===== src/rtl/pwm_multi.sv =====
// pwm_multi: multi-channel PWM driven by one shared period counter.
// Duty targets are double-buffered and become active only at the period wrap.
// An optional slew limit ramps the active duty toward its target by a bounded
// amount on each wrap.
module pwm_multi #(
    parameter int unsigned         CHANNELS = 4,
    parameter int unsigned         STEPS    = 100,
    parameter int unsigned         PRESCALE = 1,
    parameter int unsigned         SLEW     = 0,
    parameter logic [CHANNELS-1:0] INVERT   = '0,
    localparam int unsigned        DUTY_W   = $clog2(STEPS + 1),
    localparam int unsigned        CH_W     = (CHANNELS > 1) ? $clog2(CHANNELS) : 1
) (
    input  logic                clk,
    input  logic                reset_n,
    input  logic                tick_enable,
    input  logic [CHANNELS-1:0] ch_en,
    input  logic                wr_en,
    input  logic [CH_W-1:0]     wr_chan,
    input  logic [DUTY_W-1:0]   wr_duty,
    output logic [CHANNELS-1:0] out,
    output logic                period_start,
    output logic                duty_busy
);

    localparam int unsigned       PRE_W    = (PRESCALE > 1) ? $clog2(PRESCALE) : 1;
    localparam logic [PRE_W-1:0]  PRE_LAST = PRE_W'(PRESCALE - 1);
    localparam logic [DUTY_W-1:0] CNT_LAST = DUTY_W'(STEPS - 1);
    localparam logic [DUTY_W-1:0] DUTY_MAX = DUTY_W'(STEPS);
    // Slew steps larger than the duty range behave like an immediate load.
    localparam int unsigned       SLEW_C   = (SLEW > STEPS) ? STEPS : SLEW;
    localparam logic [DUTY_W:0]   SLEW_LIM = (DUTY_W + 1)'(SLEW_C);

    logic [PRE_W-1:0]  pre_cnt, pre_nxt;
    logic [DUTY_W-1:0] cnt, cnt_nxt;
    logic [DUTY_W-1:0] target     [CHANNELS];
    logic [DUTY_W-1:0] target_nxt [CHANNELS];
    logic [DUTY_W-1:0] active     [CHANNELS];
    logic [DUTY_W-1:0] active_nxt [CHANNELS];
    logic [DUTY_W-1:0] wr_sat;
    logic              wr_ok;
    logic              step, wrap;
    logic [CHANNELS-1:0] out_nxt;
    logic              busy_nxt;

    // One wrap-time update of an active duty: immediate, or bounded step without overshoot.
    function automatic logic [DUTY_W-1:0] slew_step(input logic [DUTY_W-1:0] tgt,
                                                    input logic [DUTY_W-1:0] act);
        logic [DUTY_W:0] t, a, diff;
        t = {1'b0, tgt};
        a = {1'b0, act};
        if (SLEW == 0) begin
            return tgt;
        end
        if (t > a) begin
            diff = t - a;
            if (diff > SLEW_LIM) diff = SLEW_LIM;
            a = a + diff;
        end else begin
            diff = a - t;
            if (diff > SLEW_LIM) diff = SLEW_LIM;
            a = a - diff;
        end
        return a[DUTY_W-1:0];
    endfunction

    // Prescaler and period counter next-state; wrap marks the period boundary edge.
    always_comb begin
        step    = 1'b0;
        pre_nxt = pre_cnt;
        if (tick_enable) begin
            if (pre_cnt == PRE_LAST) begin
                pre_nxt = '0;
                step    = 1'b1;
            end else begin
                pre_nxt = pre_cnt + 1'b1;
            end
        end
        wrap    = step && (cnt == CNT_LAST);
        cnt_nxt = cnt;
        if (step) begin
            cnt_nxt = wrap ? '0 : cnt + 1'b1;
        end
    end

    // Target writes, wrap-time active loads, and the output/busy values they imply.
    always_comb begin
        wr_sat   = (wr_duty > DUTY_MAX) ? DUTY_MAX : wr_duty;
        wr_ok    = wr_en && (32'(wr_chan) < CHANNELS);
        out_nxt  = '0;
        busy_nxt = 1'b0;
        for (int unsigned i = 0; i < CHANNELS; i++) begin
            target_nxt[i] = target[i];
            if (wr_ok && (wr_chan == CH_W'(i))) begin
                target_nxt[i] = wr_sat;
            end
            // The wrap load sees the pre-edge target, so a write in the wrap cycle waits a period.
            active_nxt[i] = wrap ? slew_step(target[i], active[i]) : active[i];
            out_nxt[i]    = INVERT[i] ^ (ch_en[i] & (cnt_nxt < active_nxt[i]));
            busy_nxt      = busy_nxt | (active_nxt[i] != target_nxt[i]);
        end
    end

    // State and registered outputs; reset forces every output to its inactive level.
    always_ff @(posedge clk or negedge reset_n) begin
        if (!reset_n) begin
            pre_cnt      <= '0;
            cnt          <= '0;
            for (int unsigned i = 0; i < CHANNELS; i++) begin
                target[i] <= '0;
                active[i] <= '0;
            end
            out          <= INVERT;
            period_start <= 1'b0;
            duty_busy    <= 1'b0;
        end else begin
            pre_cnt      <= pre_nxt;
            cnt          <= cnt_nxt;
            for (int unsigned i = 0; i < CHANNELS; i++) begin
                target[i] <= target_nxt[i];
                active[i] <= active_nxt[i];
            end
            out          <= out_nxt;
            period_start <= wrap;
            duty_busy    <= busy_nxt;
        end
    end

endmodule

===== config.mk =====
export PLATFORM = sky130hd
export DESIGN_NAME = pwm_multi
export DESIGN_NICKNAME = d
export VERILOG_FILES = /design/src/rtl/pwm_multi.sv
export SDC_FILE = /design/constraint.sdc
export NUM_CORES = 1
export LEC_CHECK = 0
export CAP_MARGIN = 20
export CORE_ASPECT_RATIO = 0.5
export CORE_MARGIN = 10
export CORE_UTILIZATION = 62
export CTS_BUF_LIST = sky130_fd_sc_hd__clkbuf_4
export CTS_CLUSTER_SIZE = 12
export DETAILED_ROUTE_END_ITERATION = 12
export HOLD_SLACK_MARGIN = 0.05
export PLACE_DENSITY_LB_ADDON = 0.12
export SYNTH_ARGS = -nofsm -noshare
export SYNTH_HDL_FRONTEND = slang
export SYNTH_SLANG_ARGS = --single-unit

===== constraint.sdc =====
create_clock -name clk -period 3.2 [get_ports clk]
set_input_delay 0.64 -clock clk [delete_from_list [all_inputs] [get_ports clk]]
set_output_delay 0.64 -clock clk [all_outputs]
set_load 0.1 [all_outputs]

; ---- Word-level counts from Yosys, hierarchy flattened
; Index checks and enable logic that the tools add are counted.
[totals]
ff_bits = 70
in_bits = 17
out_inout_bits = 6
elab_cells = 55
[classes]
n_addsub = 2
n_lt_le_gt_ge = 5
n_eq_ne = 8
n_mux = 14
n_bitwise = 7
n_reduce_logical = 6
[ops]
columns = cell, count
row1 = two-way mux 7 bit, 11
row2 = < comparator 7 bit, 4
row3 = inequality test 7 bit, 4
row4 = adder 7 x 1 -> 7 bit (second input constant), 1
row5 = == test 7 bit (second input constant), 1
row6 = > comparator 7 bit (second input constant), 1
row7 = logical AND 1 bit, 5
row8 = bitwise AND 1 bit, 4
row9 = == test 2 bit (second input constant), 2
row10 = two-way mux 1 bit, 3
row11 = bitwise OR 1 bit, 3
row12 = == test 2 x 1 -> 1 bit (second input constant), 1
row13 = zero test 2 bit, 1
row14 = adder 1 bit (second input constant), 1

; ---- Longest topological paths before layout
; Gate-level depths: netlist of the first run.
[logic_depth]
depth_word = 8
mapped_depth = 14
depth_no_buf = 12

; ---- Least setup slack after synthesis of the first run
; OpenSTA, ideal clock, no wires.
[synth_timing]
kind = input to register
startpoint = in tick_enable
endpoint = reg out[0]
setup_time_ps = 68
arrival_time_ps = 2806
t_required_ps = 3132
slack_ps = 327
stages = 12
n_path_buf = 4
cell_sequence = clkbuf_1 and3_2 nand2_4 buf_6 clkbuf_1 buf_2 mux2i_1 ha_1 o21ai_0 a21oi_1 o2111ai_1 and4b_1
[synth_between]
elab_chain_len = 6
word_cells_on_any_way = 7
cone_classes = 1 x order compare / 4 x mux / 1 x bitwise / 1 x reduce/logical
[synth_rtl]
columns = element, line
row1 = "start, declared", 16  ; input logic tick_enable,
row2 = two-way mux 1 bit (*), 71  ; if (tick_enable) begin
row3 = logical AND 1 bit, 79  ; wrap = step && (cnt == CNT_LAST);
row4 = two-way mux 7 bit, 82  ; cnt_nxt = wrap ? '0 : cnt + 1'b1;
row5 = two-way mux 7 bit, 81  ; if (step) begin
row6 = < comparator 7 bit (*), 99  ; out_nxt[i] = INVERT[i] ^ (ch_en[i] & (cnt_nxt < active_nxt[i]));
row7 = bitwise AND 1 bit (*), 99
row8 = named net out_nxt[0], 43  ; logic [CHANNELS-1:0] out_nxt;
row9 = "end signal, assigned", 123  ; out <= out_nxt;
row10 = "end, declared", 21  ; output logic [CHANNELS-1:0] out,
; The timed path passes the listed nets; every way through them passes the cells marked *.
; A chain may end at the register's enable or synchronous reset.

==> flow_summary_export.csv, run 1 <==
group,metric,value,unit
finish,multi_input_area,2160,um2
placement,dpl.hpwl,8140,um
drt,drc_errors,0,
critical_path,crit_family,"compound AO/OA/AOI/OAI gates",
clock_tree,clkLatencyLatePin,0.44,ns
finish,seq_area,1730,um2
sta,timing.final.ws_setup,0.245,ns
logic_synthesis,synth_top_area_frac,0.419,
finish,fill_cells,450,
global_route,gr-usage-all-layers,0.211,
critical_path,critical_path_class,"in -> reg",
drt,drtPass1Iterations,5,
finish,drive_above_1_share,0.148,
drt,ant_nets,0,
sta,drv_slew,0,
placement,place_ws,-0.284,ns
clock_tree,cts_setup_buffers,0,
pwr,cellPowerDensity,574,nW/um2
logic_synthesis,seq_area_frac_synth,0.419,
sta,tns,0,ns
clock_tree,cts_tree,"done",
floorplan,placeableCoreArea,6260,um2
pwr,total_power,2.68,mW
min_path,worstHoldPathType,"in -> async",
drt,drt_iter0_drc,426,
sta,grt_setup_unrepaired,"false",
sta,finClkSkew,0.0149,ns
pwr,p_leak,2.37,nW
sta,tightest_slew,0.587,ns
critical_path,end_kind,"flop",
logic_synthesis,netlist_area,4120,um2
floorplan,die_x,135,um
placement,dpl_cell_area,4530,um2
critical_path,cp.arrival,3.23,ns
run_status,outcome,"finished, final reports clean",
floorplan,rows,20,
critical_path,worst-path-max-fanout,4,
run,drv_cap,0,
logic_synthesis,syn_nets,464,
critical_path,slowest_delay,0.57,ns
critical_path,cp.required,3.47,ns
logic_synthesis,yosysMostFrequentCell,"dfrtp_1",
clock_tree,htree_levels,3,
logic_synthesis,synth_edf_count,0,
critical_path,path_buf_inv,2,
global_route,grt_pass1_vias,3300,
logic_synthesis,ys_seq_elements,69,
critical_path,startpoint_type,"primary input",
drt,vias_per_cell,6.10,
placement,place.gp.congestion,0.955,
critical_path,crit_slowest_cell,"o311ai_0",
placement,port_buffers,22,
drt,wl_per_cell,19.4,um
finish,layout.cells.non_filler,556,
sta,final-setup-viol-count,0,
finish,design_area,4670,um2
critical_path,cp_cell_sequence,"clkdlybuf4s50_1 -> o311ai_0 -> buf_4 -> nand2_1 -> o21ai_0 -> xor2_1 -> nand4_1 -> nor4_2 -> nand4_1",
logic_synthesis,synth.distinct_cells,59,
clock_tree,cts_buffers,9,
clock_tree,clockBufferDepth,2,
sta,final.min_clock_period,2.95,ns
clock_tree,clockRootBuffer,"clkbuf_4",
sta,fin_crit_sh,0.923,
global_route,grt_max_degree,28,
logic_synthesis,synth-warning-count,0,
logic_synthesis,synth_area_per_cell,9.72,um2
global_route,grt.overflow.total,0,
logic_synthesis,synth_area_leader_cell,"dfrtp_1",
pwr,ir_drop,0.370,mV
floorplan,initial_core_util,0.659,
sta,fmax,338,MHz
floorplan,die_y,77.7,um
placement,placed_cells,540,
drt,vias,3389,
floorplan,io-pin-count,23,
finish,final_nets,503,
floorplan,die-area,10500,um2
logic_synthesis,synthFlopType,"dfrtp_1",
global_route,antenna_found_initial,0,
sta,finalHoldViolations,0,
logic_synthesis,synthCells,424,
logic_synthesis,synth.area.top_cells,"dfrtp_1, ha_1, nand2_1",
logic_synthesis,synthArstFlopShare,1.00,
sta,slew_headroom,0.604,
clock_tree,clock_sinks,69,
drt,routed_wirelength,10800,um
logic_synthesis,synth_common_cells,"dfrtp_1, nand2_1, o21ai_0",
finish,area_delta_synth_final,13.2,%
clock_tree,clkTransAtPathRegs,0.11,ns
global_route,grt_pass1_wl,17400,um
critical_path,cp_common_cell,"nand4_1",
==> logic make-up after synthesis <==
| group | share of synthesized area |
|---|---|
| AO/OA/AOI/OAI | 0.150 |
| XOR/XNOR | 0.0680 |
| adder cells (fa/ha/maj) | 0.0698 |
| buffers and inverters | 0.0595 |
| flip-flops | 0.419 |
| multiplexers | 0.0938 |
| AND/OR/NAND/NOR | 0.141 |
==> cells in the final DEF, fill, tap and decap left out, types with 2 or more instances in the layout <==
master           instances
nand4_1                 11
mux2_2                   3
a21bo_2                  2
and3b_1                  2
a21oi_1                 24
xnor2_1                 16
o21a_1                   2
o211ai_1                 2
mux2i_4                  4
nand3_1                  6
nor4_2                   2
nand2_1                 58
o221ai_1                 2
o21ai_1                  6
or3_1                    3
o21ai_0                 33
a22oi_1                  2
nor2_1                  16
buf_4                   33
a2bb2oi_1                3
inv_1                   31
o211a_1                  2
o22ai_1                  2
nand3b_1                 4
clkdlybuf4s50_1         15
dfrtp_1                 69
mux2i_2                  6
clkbuf_4                12
a21o_1                   3
a31oi_1                  2
mux2i_1                 18
xor2_1                  16
a211oi_1                 5
clkinv_1                 2
ha_1                    23
==> state kept, by name (all words and copies together), names as in the netlist <==
register	count
active	28
cnt	7
target	28
period_start	1
out	4
duty_busy	1
==> per-stage QoR <==
stage                     hold WS, ns   util
after detailed placement        0.512  0.724
after global routing            0.213  0.746
after floorplan                 0.344      -
after global placement          0.493  0.724
after CTS                       0.194  0.745
final                           0.189  0.746
==> layout make-up <==
type	count	share of cell area
clock buffers	12	0.0193
clock inverters	3	0.00804
repair buffers	50	0.0906
flip-flops and latches	69	0.370
well taps	88	0.0236
multi-input cells	301	0.462
diodes	1	0.000536
inverters	32	0.0260
==> power by group <==
group / internal, mW / total [mW] / switching, mW
logic: 0.389 / 1.02 / 0.635
registers: 0.981 / 1.11 / 0.125
clock network: 0.256 / 0.551 / 0.295
==> path summary, 6_finish.rpt <==
kind / from / endpoint / slack [ns] / depth (start not counted)
max: wr_duty[4] / duty_busy / 0.25 / 9
min: reset_n / active[4] / 0.19 / 1
max reg2reg: cnt[4] / duty_busy / 0.26 / 9
min reg2reg: active[14] / active[14] / 0.53 / 2
max in group asynchronous: reset_n / active[22] / 2.22 / 2
min in group clk: active[14] / active[14] / 0.53 / 2
==> metal layers <==
metal | vias up | track usage | wire length (um)
met5 | - | 0 | 0
met4 | 0 | 0.0684 | 197
met3 | 24 | 0.0630 | 916
met2 | 138 | 0.312 | 4820
met1 | 1665 | 0.288 | 4850
li1 | 1562 | - | -
==> repair_timing <==
action                     in CTS  in global routing
hold buffers                    0                  0
gates resized for setup         0                  1
setup endpoints to repair       0                  1
(Power assumes the default switching activity.)
==> run 2, diff against run 1 <==
--- a/config.mk
+++ b/config.mk
@@ -7,13 +7,14 @@
 export LEC_CHECK = 0
 export CAP_MARGIN = 20
 export CORE_ASPECT_RATIO = 0.5
-export CORE_MARGIN = 10
+export CORE_MARGIN = 3
 export CORE_UTILIZATION = 62
 export CTS_BUF_LIST = sky130_fd_sc_hd__clkbuf_4
 export CTS_CLUSTER_SIZE = 12
 export DETAILED_ROUTE_END_ITERATION = 12
 export HOLD_SLACK_MARGIN = 0.05
 export PLACE_DENSITY_LB_ADDON = 0.12
+export SETUP_SLACK_MARGIN = 0.02
 export SYNTH_ARGS = -nofsm -noshare
 export SYNTH_HDL_FRONTEND = slang
 export SYNTH_SLANG_ARGS = --single-unit
==> run 2 against run 1 <==
Compared with the run above: worst hold slack got worse by 0.065 ns; non-clock buffer count is 3 lower; clock skew fell by 0.0046 ns; clock power about the same; core utilization shrank 0.44 points; sequential cell count is the same; combinational power is essentially flat; count of clock-buffer cells in the layout is 2 lower; cell area fell by 0.59%; global-route usage up 7.4 points.
==> flow_summary_export.csv, run 2 (same netlist as run 1, synthesis figures left out) <==
group,metric,value,unit
critical_path,cp_cell_sequence,"clkdlybuf4s50_1 -> o311ai_0 -> buf_4 -> nand2_1 -> o21ai_0 -> xor2_1 -> nand4_1 -> nor4_1 -> nand4_1",
global_route,grt.overflow.total,0,
critical_path,cp.arrival,3.16,ns
drt,ant_nets,0,
floorplan,die_y,63.7,um
floorplan,initial_core_util,0.659,
clock_tree,ctsResizeCount,0,
placement,place_ws,-0.0311,ns
critical_path,slowest_delay,0.57,ns
finish,fill_cells,480,
sta,holdWs,0.124,ns
global_route,grt_max_degree,31,
run,drv_cap,0,
sta,final.min_clock_period,2.86,ns
sta,finalHoldViolations,0,
sta,drv_slew,0,
critical_path,crit_slowest_cell,"o311ai_0",
clock_tree,htree_levels,3,
placement,port_buffers,22,
critical_path,cp_common_cell,"nand4_1",
finish,final_common_cell,"dfrtp_1",
sta,timing.final.ws_setup,0.341,ns
clock_tree,clockBufferDepth,2,
finish,largest_registers,"active: 28 flops, target: 28 flops, cnt: 7 flops",
critical_path,critical_path_class,"in -> reg",
critical_path,worst-path-max-fanout,4,
floorplan,die-area,7720,um2
drt,drtPass1Iterations,7,
pwr,total_power,2.69,mW
drt,drt_iter0_drc,390,
clock_tree,cts_buffers,9,
run_status,outcome,"finished, final reports clean",
finish,seq_area,1730,um2
floorplan,io-pin-count,23,
finish,final_nets,500,
clock_tree,clockRootBuffer,"clkbuf_4",
critical_path,startpoint_type,"primary input",
clock_tree,clkTransAtPathRegs,0.11,ns
finish,multi_input_area,2150,um2
global_route,grt_pass1_wl,16500,um
pwr,p_leak,2.37,nW
clock_tree,cts_hold_buf,0,
drt,vias,3316,
drt,vias_per_cell,5.99,
critical_path,path_buf_inv,2,
drt,drc_errors,0,
floorplan,placeableCoreArea,6260,um2
clock_tree,cts_setup_buffers,0,
global_route,antenna_found_initial,0,
finish,area_delta_synth_final,12.6,%
global_route,grt_pass1_vias,3133,
pwr,cellPowerDensity,579,nW/um2
sta,fin_crit_sh,0.893,
clock_tree,clkLatencyLatePin,0.43,ns
finish,final_util,0.742,
drt,routed_wirelength,10300,um
clock_tree,clock_sinks,69,
placement,placed_cells,537,
placement,dpl.hpwl,7800,um
critical_path,crit_family,"compound AO/OA/AOI/OAI gates",
critical_path,cp.required,3.50,ns
global_route,gr-usage-all-layers,0.285,
sta,finClkSkew,0.0102,ns
placement,place.gp.congestion,0.965,
sta,slew_headroom,0.572,
clock_tree,cts_tree,"done",
pwr,ir_drop,0.316,mV
min_path,worstHoldPathType,"in -> async",
sta,grt_setup_unrepaired,"false",
finish,layout_common_cells,"dfrtp_1, nand2_1, o21ai_0, inv_1, buf_4",
critical_path,end_kind,"flop",
finish,drive_above_1_share,0.144,
floorplan,die_x,121,um
floorplan,rows,20,
sta,final-setup-viol-count,0,
sta,tightest_slew,0.636,ns
sta,fmax,350,MHz
drt,wl_per_cell,18.7,um
finish,layout.cells.non_filler,554,
-- run 2: where the power goes --
part           switching (mW)  total (mW)  internal, mW
registers               0.118        1.10         0.981
clock network           0.314       0.553         0.239
logic                   0.640        1.04         0.395
-- run 2: area by class of cell --
cell class	count	share of cell area
clock buffer	10	0.0162
tap	88	0.0237
clock inverter	6	0.0116
multi-input combinational	301	0.463
antenna	1	0.000539
inverter	32	0.0262
sequential	69	0.372
timing repair buffer	47	0.0863
-- run 2: layer usage --
| layer | vias up | share of wire | global-route usage |
|---|---|---|---|
| li1 | 1558 | - | - |
| met1 | 1596 | 0.47 | 0.419 |
| met2 | 142 | 0.42 | 0.405 |
| met3 | 20 | 0.099 | 0.0978 |
| met4 | 0 | 0.014 | 0.0684 |
| met5 | - | 0 | 0 |
-- run 2: final timing paths --
path	startpoint	end	slack [ns]	depth (start not counted)
max in group asynchronous	reset_n	target[1]	2.33	2
worst max-delay path	wr_duty[4]	duty_busy	0.34	9
worst min register to register	active[18]	active[18]	0.53	2
worst min-delay path	reset_n	target[11]	0.12	1
worst max register to register	cnt[4]	duty_busy	0.48	8
min in group clk	active[18]	active[18]	0.53	2
-- run 2: stage by stage --
step	instance area (um2)	setup TNS, ns
2_1_floorplan	4120	0
3_3_place_gp	4510	-0.00815
3_5_place_dp	4510	-0.0311
4_1_cts	4640	0
5_1_grt	4640	0
6_report	4640	0
